===== config.mk =====
export PLATFORM = sky130hd
export DESIGN_NAME = ripple_updown_counter
export DESIGN_NICKNAME = d
export VERILOG_FILES = /design/src/rtl/ripple_counter_pkg.sv /design/src/rtl/ripple_counter_t_flip_flop.sv /design/src/rtl/ripple_updown_counter.sv
export SDC_FILE = /design/constraint.sdc
export NUM_CORES = 1
export LEC_CHECK = 0
export ABC_AREA = 1
export BUFFER_PORTS_ARGS = -buffer_cell sky130_fd_sc_hd__buf_4
export CORE_AREA = 2 2 39 41
export DETAILED_ROUTE_END_ITERATION = 10
export DIE_AREA = 0 0 41 43
export GPL_ROUTABILITY_DRIVEN = 0
export GPL_TIMING_DRIVEN = 0
export HOLD_SLACK_MARGIN = 0.06
export PLACE_DENSITY = 0.37
export SLEW_MARGIN = 20
export SYNTH_ARGS = -nofsm -noshare
export SYNTH_HDL_FRONTEND = slang
export SYNTH_HIERARCHICAL = 1
export SYNTH_SLANG_ARGS = --single-unit

===== constraint.sdc =====
create_clock -name clk -period 0.8 [get_ports clk]
set_clock_uncertainty 0.05 [all_clocks]
set_input_delay 0.16 -clock clk [delete_from_list [all_inputs] [get_ports clk]]
set_output_delay 0.16 -clock clk [all_outputs]
set_load 0.1 [all_outputs]

===== src/rtl/ripple_counter_pkg.sv =====
// Shared constants for the ripple up/down counter: direction encodings and default width.
package ripple_counter_pkg;

    localparam logic DIR_UP   = 1'b1;
    localparam logic DIR_DOWN = 1'b0;

    localparam int RIPPLE_DEFAULT_WIDTH = 4;

endpackage : ripple_counter_pkg


===== src/rtl/ripple_counter_t_flip_flop.sv =====
// Single counter stage: positive-edge toggle flip-flop with asynchronous active-low clear.
module t_flip_flop (
    input  logic clk,
    input  logic reset,
    input  logic T,
    output logic q
);

    always_ff @(posedge clk or negedge reset) begin
        if (!reset) begin
            q <= 1'b0;
        end else if (T) begin
            q <= ~q;
        end
    end

endmodule : t_flip_flop


===== src/rtl/ripple_updown_counter.sv =====
// Binary ripple up/down counter built from a chain of toggle flip-flops.
// Optional terminal-count output `tc` is enabled by defining RIPPLE_TC_EN.
module ripple_updown_counter
    import ripple_counter_pkg::*;
#(
    parameter int WIDTH = RIPPLE_DEFAULT_WIDTH
) (
    input  logic             clk,
    input  logic             reset,
    input  logic             T,
    input  logic             C,
`ifdef RIPPLE_TC_EN
    output logic             tc,
`endif
    output logic [WIDTH-1:0] Q
);

    logic [WIDTH-1:0] stage_clk;

    assign stage_clk[0] = clk;

    // Up mode clocks a stage on the previous bit falling, down mode on it rising.
    for (genvar i = 1; i < WIDTH; i++) begin : g_stage_clk
        assign stage_clk[i] = Q[i-1] ^ C;
    end

    for (genvar i = 0; i < WIDTH; i++) begin : g_stage
        t_flip_flop u_tff (
            .clk   (stage_clk[i]),
            .reset (reset),
            .T     (T),
            .q     (Q[i])
        );
    end

`ifdef RIPPLE_TC_EN
    // Distinguishes the all-zero reset state from a genuine down-count to zero.
    logic counted;

    always_ff @(posedge clk or negedge reset) begin
        if (!reset) begin
            counted <= 1'b0;
        end else if (T) begin
            counted <= 1'b1;
        end
    end

    always_comb begin
        tc = 1'b0;
        if (reset) begin
            if (C == DIR_UP) begin
                tc = &Q;
            end else if (C == DIR_DOWN) begin
                tc = (Q == '0) && counted;
            end
        end
    end
`endif

endmodule : ripple_updown_counter


Yosys cells after proc, flatten, opt, wreduce, memory -nomap -nowiden
Cells that the tools add are included.
{ "word_totals": {"regBits": 4, "input_bits": 4, "out_inout_bits": 4, "wordCells": 11} }
{ "op_classes": {"bitwise_logic": 7} }
{ "ops": {"columns": ["op", "count"], "rows": [
  ["1-bit NOT", 4],
  ["1-bit XOR", 3]
]} }

Longest topological paths before layout
{ "depth": {"ltp_word": 1, "mapped_depth": 3, "ltp_nobuf": 3} }

Modules after synthesis
Netlist, hierarchy kept.
{ "by_module_without_submodules": {"columns": ["mod", "instances", "cells_each", "area_per_inst_um2", "seq_area_each_um2"], "rows": [
  ["t_flip_flop", 4, 6, 43.8, 25.0],
  ["ripple_updown_counter", 1, 13, 48.8, 0.0]
]} }

==> metrics.txt <==
status finished, violations left; failing checks setup timing; first drt pass iteration count 2; Synth Register Bits 4; gr usage total 0.0533; Crit path buffers/inverters 1; top flop regs g_stage.u_tff/q (4); CP Cell Sequence buf_12; DP Worst Slack -0.136 ns; Multi-input gate area ~80 sq um; Ports 8; first-pass GRT wire length 696 um; grt ovf 0; via count 210; mapped cell area around 220 sq um; ant diodes 0; Avg WL per Cell 6.95 um; vias per cell between 3 and 4; CP max FO 4; CP endpoint kind output port; crit path time final between 0.8 and 0.9 ns; syn_nets 41; critical path's largest stage delay roughly 0.48 ns; DRT iter0 DRCs 3; Worst-Skew Late Latency 0 ns; LEAKAGE ~0.21 nW; post-route cell area about 330 sq um; remaining routing DRC violations 0; post-synthesis cell count 37; register pins left without a clock 3; Hold WC Path Type input pin to flop; maxcap violations 0; initial core utilization 0.162; vias in the first global route roughly 170; Slew @ Worst Pin between 0.2 and 0.3 ns; placed cell count 60; Routed Antenna Nets 0; placed cell area around 300 sq um; Fin. Hold Viols 0; Final WS setup -0.0742 ns; Buffers on Ports 7; clock-pin slew on the worst setup and hold paths 0 ns; WL final 431 um; max-slew violations 0; layout cells sized above 1 0.239; number of flip-flops under the largest register name 4; most frequent cells in the layout 21 x nand2_1, 10 x inv_1, 7 x buf_4, 3 x dfrtp_1, 2 x inv_2; commonest non-fill, non-tap cell in the layout nand2_1; setup TNS -0.0742 ns; Final setup viols 1; post-layout util 0.239; Rel. slew slack 0.815; RSZ-0062 raised after global routing true; critical path's top delay family flip-flops; Mapped Avg Cell Area ~6 sq um; sequential share of the synthesized area 0.447; Tot Pwr 355 uW; fill count around 160; Die H around 43 um; largest net degree at the start of global routing 9; Final nets 52; Ys Warns 6; PwrDens roughly 1100 nW/um^2; worst setup path class flop to output port; period utilization 1.09; Startpoint Class flop; endpoints left unconstrained 6; sequential cell area 104 sq um; fmax roughly 1100 MHz; Final HPWL DP roughly 320 um; CP max-delay cell dfrtp_4; Yosys cell types 4; Rows 14; Biggest register g_stage.u_tff/q; total core area ~1400 sq um; die area approximately 1800 sq um; Worst EP arrival around 0.66 ns; initial antenna violation count 0; P&R area growth vs syn 47.5%; fin cells 62; Worst Hold Margin 0.393 ns; Max IR drop VDD approximately 540 uV; Die Width ~41 um; Critical Path RT about 0.6 ns
worst paths after layout:
| path | startpoint | end | depth (start not counted) | slack, ns |
|---|---|---|---|---|
| setup / recovery | g_stage[0].u_tff/q | Q[0] | 1 | -0.07 |
| hold / removal | T | g_stage[0].u_tff/q | 3 | 0.39 |
| setup reg to reg | g_stage[0].u_tff/q | g_stage[0].u_tff/q | 2 | 0.04 |
| hold reg to reg | g_stage[0].u_tff/q | g_stage[0].u_tff/q | 2 | 0.51 |
| max in group asynchronous | reset | g_stage[0].u_tff/q | 2 | 0.13 |
| min in group asynchronous | reset | g_stage[0].u_tff/q | 2 | 0.46 |
metal layers:
layer	global-route usage	vias to the layer above	share of wire
met2	0.0844	5	0.41
li1	-	118	-
met4	0	0	0
met1	0.0839	87	0.55
met3	0	0	0.044
met5	0	-	0
cell usage after synthesis:
library cell / count / area share
nand2_1: 21 / 0.35
inv_1: 11 / 0.18
dfrtp_1: 4 / 0.45
inv_2: 1 / 0.017
cell type report:
cell class | count | area share
Timing Repair Buffer | 9 | 0.250
Tap cell | 16 | 0.0606
Multi-Input combinational cell | 21 | 0.239
Inverter | 12 | 0.136
Sequential cell | 4 | 0.314
kinds of logic after synthesis:
group                  share of synthesized area
buffers and inverters                      0.201
DFF                                        0.447
and+or+nand+nor                            0.352
repair_timing:
| item | in CTS | in global routing |
|---|---|---|
| hold buffers | 1 | 0 |
| endpoints found under the setup margin | 1 | 1 |
| setup buffers | 1 | 0 |
| endpoints found under the hold margin | 1 | 0 |
| gates resized for setup | 3 | 0 |
power by group:
group          switching, mW  internal [mW]  total, mW
Combinational          0.165         0.0818      0.247
Clock                      0              0          0
Sequential            0.0226         0.0858      0.108
Total                  0.187          0.168      0.355
(Power assumes the default switching activity.)
